--- config.mk ---
export PLATFORM = sky130hd
export DESIGN_NAME = complex_mul_axis
export DESIGN_NICKNAME = d
export VERILOG_FILES = /design/src/rtl/complex_mul_axis.sv
export SDC_FILE = /design/constraint.sdc
export NUM_CORES = 1
export LEC_CHECK = 0
export ABC_AREA = 1
export CELL_PAD_IN_SITES_DETAIL_PLACEMENT = 0
export CELL_PAD_IN_SITES_GLOBAL_PLACEMENT = 2
export CORE_ASPECT_RATIO = 0.5
export CORE_MARGIN = 1.5
export CORE_UTILIZATION = 38
export DETAILED_ROUTE_END_ITERATION = 10
export PLACE_DENSITY_LB_ADDON = 0.1
export SKIP_CTS_REPAIR_TIMING = 1
export SYNTH_ARGS = -nofsm -noshare
export SYNTH_HDL_FRONTEND = slang
export SYNTH_SLANG_ARGS = --single-unit
--- constraint.sdc ---
create_clock -name aclk -period 5.3 [get_ports aclk]
set_clock_uncertainty 0.05 [all_clocks]
set_input_delay 1.06 -clock aclk [delete_from_list [all_inputs] [get_ports aclk]]
set_output_delay 1.06 -clock aclk [all_outputs]
set_load 0.1 [all_outputs]
--- src/rtl/complex_mul_axis.sv ---
// complex_mul_axis
// Full-precision complex multiplier with AXI-stream handshakes.
// Each of the two slave channels, a and b, has a one-entry operand register.
// When both registers are full and there is result credit, the operands join
// a two-stage product pipeline (P1, P2). P2 writes into a first-word-fall-
// through result FIFO.
//
// Ports
//   aclk, aresetn                 clock, async active-low reset
//   s_axis_a_{tvalid,tready,tdata} operand A = {imag, real}, CW-bit signed each
//   s_axis_b_{tvalid,tready,tdata} operand B, same packing
//   m_axis_dout_{tvalid,tready,tdata} product = {imag, real}, OF-bit signed each
module complex_mul_axis #(
  parameter int CW         = 8,
  parameter int OF         = 24,
  parameter int FIFO_DEPTH = 4
) (
  input  logic              aclk,
  input  logic              aresetn,
  input  logic              s_axis_a_tvalid,
  output logic              s_axis_a_tready,
  input  logic [2*CW-1:0]   s_axis_a_tdata,
  input  logic              s_axis_b_tvalid,
  output logic              s_axis_b_tready,
  input  logic [2*CW-1:0]   s_axis_b_tdata,
  output logic              m_axis_dout_tvalid,
  input  logic              m_axis_dout_tready,
  output logic [2*OF-1:0]   m_axis_dout_tdata
);

  localparam int PW   = (FIFO_DEPTH > 1) ? $clog2(FIFO_DEPTH) : 1;
  localparam int CNTW = $clog2(FIFO_DEPTH + 1);
  localparam logic [CNTW:0]   DEPTH_V  = (CNTW + 1)'(FIFO_DEPTH);
  localparam logic [PW-1:0]   LAST_PTR = PW'(FIFO_DEPTH - 1);

  logic                   a_full, b_full;
  logic [2*CW-1:0]        a_reg, b_reg;
  logic signed [CW-1:0]   ar, ai, br, bi;

  logic                   p1_v;
  logic signed [2*CW-1:0] p_rr, p_ii, p_ri, p_ir;
  logic                   p2_v;
  logic [2*OF-1:0]        p2_data;
  logic signed [OF-1:0]   re_w, im_w;

  logic [2*OF-1:0]        mem [FIFO_DEPTH];
  logic [PW-1:0]          wr_ptr, rd_ptr;
  logic [CNTW-1:0]        fifo_count;

  logic [CNTW:0]          occ;
  logic                   do_join, a_hs, b_hs, push, pop;

  function automatic logic [PW-1:0] ptr_next(input logic [PW-1:0] p);
    return (p == LAST_PTR) ? '0 : p + PW'(1);
  endfunction

  // Credit counts results already in flight so a push can never hit a full FIFO.
  assign occ     = {1'b0, fifo_count} + (CNTW + 1)'(p1_v) + (CNTW + 1)'(p2_v);
  assign do_join = a_full & b_full & (occ < DEPTH_V);

  // A register can reload in the same cycle its contents leave on a join.
  assign s_axis_a_tready = aresetn & (~a_full | do_join);
  assign s_axis_b_tready = aresetn & (~b_full | do_join);
  assign a_hs = s_axis_a_tvalid & s_axis_a_tready;
  assign b_hs = s_axis_b_tvalid & s_axis_b_tready;

  assign m_axis_dout_tvalid = (fifo_count != '0);
  assign m_axis_dout_tdata  = mem[rd_ptr];
  assign push = p2_v;
  assign pop  = m_axis_dout_tvalid & m_axis_dout_tready;

  assign ar = a_reg[CW-1:0];
  assign ai = a_reg[2*CW-1:CW];
  assign br = b_reg[CW-1:0];
  assign bi = b_reg[2*CW-1:CW];

  // Both sums are exact once the products are sign-extended to OF >= 2*CW+1.
  assign re_w = OF'(p_rr) - OF'(p_ii);
  assign im_w = OF'(p_ri) + OF'(p_ir);

  always_ff @(posedge aclk or negedge aresetn) begin
    if (!aresetn) begin
      a_full <= 1'b0;
      b_full <= 1'b0;
      a_reg  <= '0;
      b_reg  <= '0;
    end else begin
      if (a_hs) begin
        a_full <= 1'b1;
        a_reg  <= s_axis_a_tdata;
      end else if (do_join) begin
        a_full <= 1'b0;
      end
      if (b_hs) begin
        b_full <= 1'b1;
        b_reg  <= s_axis_b_tdata;
      end else if (do_join) begin
        b_full <= 1'b0;
      end
    end
  end

  always_ff @(posedge aclk or negedge aresetn) begin
    if (!aresetn) begin
      p1_v    <= 1'b0;
      p2_v    <= 1'b0;
      p_rr    <= '0;
      p_ii    <= '0;
      p_ri    <= '0;
      p_ir    <= '0;
      p2_data <= '0;
    end else begin
      p1_v <= do_join;
      p2_v <= p1_v;
      if (do_join) begin
        p_rr <= (2*CW)'(ar) * (2*CW)'(br);
        p_ii <= (2*CW)'(ai) * (2*CW)'(bi);
        p_ri <= (2*CW)'(ar) * (2*CW)'(bi);
        p_ir <= (2*CW)'(ai) * (2*CW)'(br);
      end
      if (p1_v) begin
        p2_data <= {im_w, re_w};
      end
    end
  end

  always_ff @(posedge aclk or negedge aresetn) begin
    if (!aresetn) begin
      for (int i = 0; i < FIFO_DEPTH; i++) begin
        mem[i] <= '0;
      end
      wr_ptr     <= '0;
      rd_ptr     <= '0;
      fifo_count <= '0;
    end else begin
      if (push) begin
        mem[wr_ptr] <= p2_data;
        wr_ptr      <= ptr_next(wr_ptr);
      end
      if (pop) begin
        rd_ptr <= ptr_next(rd_ptr);
      end
      case ({push, pop})
        2'b10:   fifo_count <= fifo_count + CNTW'(1);
        2'b01:   fifo_count <= fifo_count - CNTW'(1);
        default: fifo_count <= fifo_count;
      endcase
    end
  end

endmodule

==> results of run 1 <==
==> layout make-up <==
| cell class | count | area [sq um] |
|---|---|---|
| clock buffer | 41 | 872 |
| multi-input combinational | 2048 | 13800 |
| inverter | 659 | 2470 |
| clock inverter | 14 | 215 |
| tap | 825 | 1030 |
| fill | 6450 | 35200 |
| timing repair buffer | 122 | 1030 |
| sequential | 277 | 6930 |
==> per-layer routing <==
layer / wire length [um] / vias to the layer above / global-route usage / share of wire
met5: 0 / - / 0 / 0
met1: 34500 / 9067 / 0.321 / 0.54
met2: 26100 / 257 / 0.309 / 0.41
li1: - / 9483 / - / -
met3: 2510 / 37 / 0.0326 / 0.039
met4: 610 / 0 / 0.0215 / 0.0096
==> critical path: stages, from the launching register on <==
cell and delay [ns]:
dfrtp_1 0.83, nand2_1 0.22, fa_1 0.70, inv_1 0.12, fa_1 0.51, inv_1 0.05
fa_1 0.50, inv_1 0.05, fa_1 0.45, ha_1 0.38, nand2_1 0.12, nor2_1 0.18
nand2_1 0.07, nor2_1 0.20, nor2_1 0.13, inv_1 0.07, nand2_1 0.05, nand3_1 0.06
nand2_1 0.05
==> stage by stage <==
step | instance area (sq um) | utilization | worst slack [ns] | hold WS (ns) | cells
floorplan | 23800 | - | 0.783 | 0.377 | 3136
global placement | 25200 | 0.410 | 0.400 | 0.410 | 3931
detailed placement | 25200 | 0.410 | 0.419 | 0.418 | 3931
CTS | 26300 | 0.428 | 0.436 | 0.306 | 3986
global route | 26300 | 0.428 | 0.0878 | 0.326 | 3986
finish | 26300 | 0.428 | 0.396 | 0.322 | 3986
==> cell families after synthesis <==
kind of cell	Yosys count	share of synthesized area
and+or+nand+nor	1205	0.201
xor gates and xnor gates	39	0.0143
buffers and inverters	811	0.131
adders and majority gates	378	0.269
AOI/OAI and AO/OA	426	0.0938
DFF	277	0.291
==> cells in the final DEF, fill, tap and decap left out, drive strengths merged, types with 4 or more instances in the layout <==
| master | instances |
|---|---|
| o22ai | 43 |
| dfrtp | 277 |
| clkinv | 7 |
| nand2 | 853 |
| buf | 86 |
| or2 | 4 |
| xnor2 | 28 |
| nand3 | 133 |
| inv | 660 |
| and2 | 7 |
| nor2 | 185 |
| a21oi | 69 |
| clkbuf | 41 |
| o21ai | 302 |
| clkdlybuf4s50 | 36 |
| bufinv | 4 |
| xor2 | 11 |
| fa | 223 |
| ha | 155 |
| nand4 | 14 |
| nand3b | 5 |
| a21o | 6 |
==> final timing paths <==
path	startpoint	endpoint	depth (start not counted)
worst max-delay path	b_reg[3]	p_rr[15]	18
worst min-delay path	aresetn	mem[12]	1
worst max register to register	b_reg[3]	p_rr[15]	18
worst min register to register	p2_data[36]	p2_data[36]	2
max in group asynchronous	aresetn	a_reg[10]	3
min in group aclk	p2_data[36]	p2_data[36]	2
==> flow_summary.json, run 1 <==
{
  "max_freq_ghz": 0.204,
  "yosysUniqueCellTypes": 34,
  "synth_area_per_cell_sq_um": 7.60,
  "reg2reg_slack_ns": 0.40,
  "antenna_left": 0,
  "wl_mm": 63.7,
  "hold_viol": 0,
  "numCtsBuffers": 30,
  "post-route-period-util": 0.925,
  "clk_latency_ns": 0.63,
  "timing.slew.headroom": 0.356,
  "area_delta_synth_final_pct": 10.5,
  "finalCriticalPeriod_ns": 4.90,
  "largest_reg_flops": 136,
  "port_buffers": 87,
  "clock_sinks": 277,
  "cp-start-kind": "flop",
  "drc": 0,
  "antenna_found_initial": 1,
  "syn-cell-area_sq_mm": 0.0238,
  "post-synth-top-area-fraction": 0.291,
  "drt_iter0_drc": 1245,
  "worstPathArrival_ns": 5.38,
  "grt_setup_unrepaired": "false",
  "coreArea_sq_mm": 0.0616,
  "worst_pin_slew_ns": 0.962,
  "critPathRequiredTime_ns": 5.78,
  "syn-instance-count": 3136,
  "setup_viol": 0,
  "crit_fanout": 17,
  "yosysTopAreaCell": "dfrtp_1",
  "synthTopCellsByCount": "nand2_1, inv_1, o21ai_0",
  "grt_max_degree": 82,
  "tns_ns": 0,
  "layout.nets": 3553,
  "maxCapViolCount": 0,
  "fp.dieW_um": 357,
  "async_flop_share": 1.00,
  "hold_path_class": "input port to asynchronous set/reset pin",
  "syn-num-nets": 3551,
  "path_clk_slew_ns": 0.07,
  "initial_core_util": 0.387,
  "grt_usage": 0.206,
  "cts_tree": "built",
  "synth_most_common_cell": "nand2_1",
  "dominantRegCellSynth": "dfrtp_1",
  "wl_per_cell_um": 16.0,
  "cts_root_buf": "clkbuf_16",
  "layout-drive-gt1-share": 0.0487,
  "status": "finished clean",
  "path_class": "flop to flop",
  "design.die.area_sq_mm": 0.0643,
  "routed_via_density": 4.73,
  "grt_pass1_wl_mm": 106,
  "diodes": 0,
  "crit_path_end_kind": "flop",
  "htree_levels": 1,
  "gr-total-overflow": 0,
  "ys_ff_latch": 277,
  "die_h_um": 180,
  "place_hpwl_mm": 48.1,
  "reg_top3": "mem: 136 flops, p2_data: 34 flops",
  "slew_viol_final": 0,
  "routed-via-count": 18800,
  "synth_area_leaders": "dfrtp_1, fa_1, nand2_1, inv_1, ha_1",
  "cts_buffer_depth": 3,
  "core.rowCount": 64,
  "synth-edff-count": 0,
  "synth_warnings": 0,
  "largest_register": "mem",
  "ys_seq_area_frac": 0.291,
  "grt_pass1_vias": 19300,
  "gp_routability_congestion": 0.826,
  "io_pins": 88,
  "first_pass_iters": 6
}
Power of run 1 is left out: the tool's default activity adds up to more than one toggle a clock period on the data nets, which glitch-free logic cannot reach.
==> run 2: changes to the inputs <==
CORE_MARGIN = unset   (was 1.5)
clock period = 5.48 ns   (was 5.3 ns; I/O delays follow)
==> run 2 against run 1 <==
Against the previous run: the run now ends with DRC left; critical endpoint unchanged; sequential share of layout area up 0.10 points; global-route usage barely moved; hold slack got worse by 0.0048 ns; non-clock buffer count shrank 5; register-to-register slack improved by 0.30 ns.
==> flow_summary.json, run 2 (synthesized netlist as in run 1, its figures left out) <==
{
  "status": "finished with violations",
  "violations": "DRC",
  "wl_per_cell_um": 15.9,
  "largest_register": "mem",
  "placed_cells": 3926,
  "first_pass_iters": 11,
  "slowest_delay_ns": 0.76,
  "htree_levels": 1,
  "critPathRequiredTime_ns": 5.96,
  "core.rowCount": 64,
  "cp-start-kind": "flop",
  "reg2reg_slack_ns": 0.69,
  "hold_path_class": "input port to asynchronous set/reset pin",
  "path_class": "flop to flop",
  "setup_viol": 0,
  "regArea_sq_mm": 0.00693,
  "antenna_found_initial": 0,
  "initial_core_util": 0.387,
  "cp_slowest_cell": "dfrtp_1",
  "grt_usage": 0.206,
  "port_buffers": 87,
  "final_common_cell": "nand2_1",
  "grt_pass1_wl_mm": 103,
  "io_pins": 88,
  "die_h_um": 179,
  "timing.slew.headroom": 0.360,
  "post-route-period-util": 0.874,
  "routed_via_density": 4.74,
  "crit_family": "adder cells",
  "worstPathArrival_ns": 5.27,
  "cts_buffer_depth": 3,
  "n_fill_cell": 6462,
  "grt_setup_unrepaired": "false",
  "area_delta_synth_final_pct": 10.1,
  "reg2reg_from": "a_reg[7]",
  "crit_path_end_kind": "flop",
  "fp.dieW_um": 356,
  "cp_cell_sequence": "nand2_1 -> fa_1 -> inv_1 -> fa_1 -> inv_1 -> fa_1 -> inv_1 -> fa_1 -> ha_1 -> nand2_1 -> nor2_1 -> nand2_1 -> nor2_1 -> nor2_1 -> inv_1 -> nand2_1 -> nand3_1 -> nand2_1",
  "instances_no_fill": 3980,
  "tns_ns": 0,
  "path_buf_inv": 4,
  "clk_latency_ns": 0.64,
  "gp_routability_congestion": 0.822,
  "worst_pin_slew_ns": 0.958,
  "final_area_sq_mm": 0.0262,
  "crit_fanout": 17,
  "coreArea_sq_mm": 0.0616,
  "maxCapViolCount": 0,
  "design.die.area_sq_mm": 0.0638,
  "mostFrequentLayoutCells": "nand2_1, inv_1, o21ai_0, dfrtp_1, fa_1",
  "fin_util": 0.426,
  "drc": 6,
  "max_freq_ghz": 0.209,
  "path_clk_slew_ns": 0.07,
  "layout-drive-gt1-share": 0.0463,
  "reg_top3": "mem: 136 flops, p2_data: 34 flops",
  "placed_area_sq_mm": 0.0252,
  "wl_mm": 63.3,
  "grt_pass1_vias": 18600,
  "clock_sinks": 277,
  "drt_iter0_drc": 1211,
  "multi_input_area_sq_mm": 0.0138,
  "place_hpwl_mm": 47.5,
  "slew_viol_final": 0,
  "reg2reg_depth": 18,
  "largest_reg_flops": 136,
  "layout.nets": 3548,
  "reg2reg_to": "p_rr[15]",
  "crit_top_cell": "nand2_1",
  "cts_root_buf": "clkbuf_16",
  "antenna_left": 0,
  "finalCriticalPeriod_ns": 4.79,
  "gr-total-overflow": 0,
  "hold_viol": 0,
  "numCtsBuffers": 30,
  "cts_tree": "built",
  "grt_max_degree": 82,
  "routed-via-count": 18900
}
==> run 2: cell types whose count changed in the layout (fill, tap and decap cells not counted), sizes merged <==
| cell | before | now |
|---|---|---|
| clkinvlp | 2 | 1 |
| buf | 86 | 81 |
| clkinv | 7 | 6 |
| diode | 0 | 1 |
| bufinv | 4 | 2 |
| inv | 660 | 662 |
==> run 2: worst max path at each step <==
stage               startpoint                    end  slack [ns]  depth (start not counted)
floorplan            rd_ptr[0]  m_axis_dout_tdata[41]        0.93                          6
finish                a_reg[7]               p_rr[15]        0.69                         18
global placement      b_reg[7]               p_ir[15]        0.65                         17
detailed placement    a_reg[7]               p_rr[15]        0.65                         18
CTS                   a_reg[7]               p_rr[15]        0.64                         18
global route          b_reg[7]               p_ir[14]        0.28                         15
==> run 2: stage by stage <==
step | hold slack (ns) | setup slack, ns
finish | 0.317 | 0.691
global route | 0.304 | 0.278
CTS | 0.275 | 0.636
detailed placement | 0.418 | 0.652
global placement | 0.410 | 0.653
floorplan | 0.377 | 0.927
==> run 2: area by class of cell <==
cell class	instances	area share
antenna	1	0.0000954
clock buffer	41	0.0329
clock inverter	12	0.00596
inverter	659	0.0943
multi-input combinational	2048	0.525
sequential	277	0.264
tap	825	0.0393
timing repair buffer	117	0.0377
==> run 2: worst register-to-register path: cells and delay by family (launching register included) <==
family	cells	cell delay, ns
adder cells (fa/ha/maj)	5	2.56
AND/OR/NAND/NOR	9	1.05
flip-flops	1	0.76
buffers and inverters	4	0.27
==> run 2: metal layers <==
| layer | GRT usage | part of all wire | up-vias |
|---|---|---|---|
| met5 | 0 | 0 | - |
| met4 | 0.0245 | 0.011 | 0 |
| met3 | 0.0307 | 0.043 | 46 |
| met2 | 0.307 | 0.41 | 291 |
| met1 | 0.320 | 0.54 | 9052 |
| li1 | - | - | 9469 |
Power of run 2 is left out for the same reason.
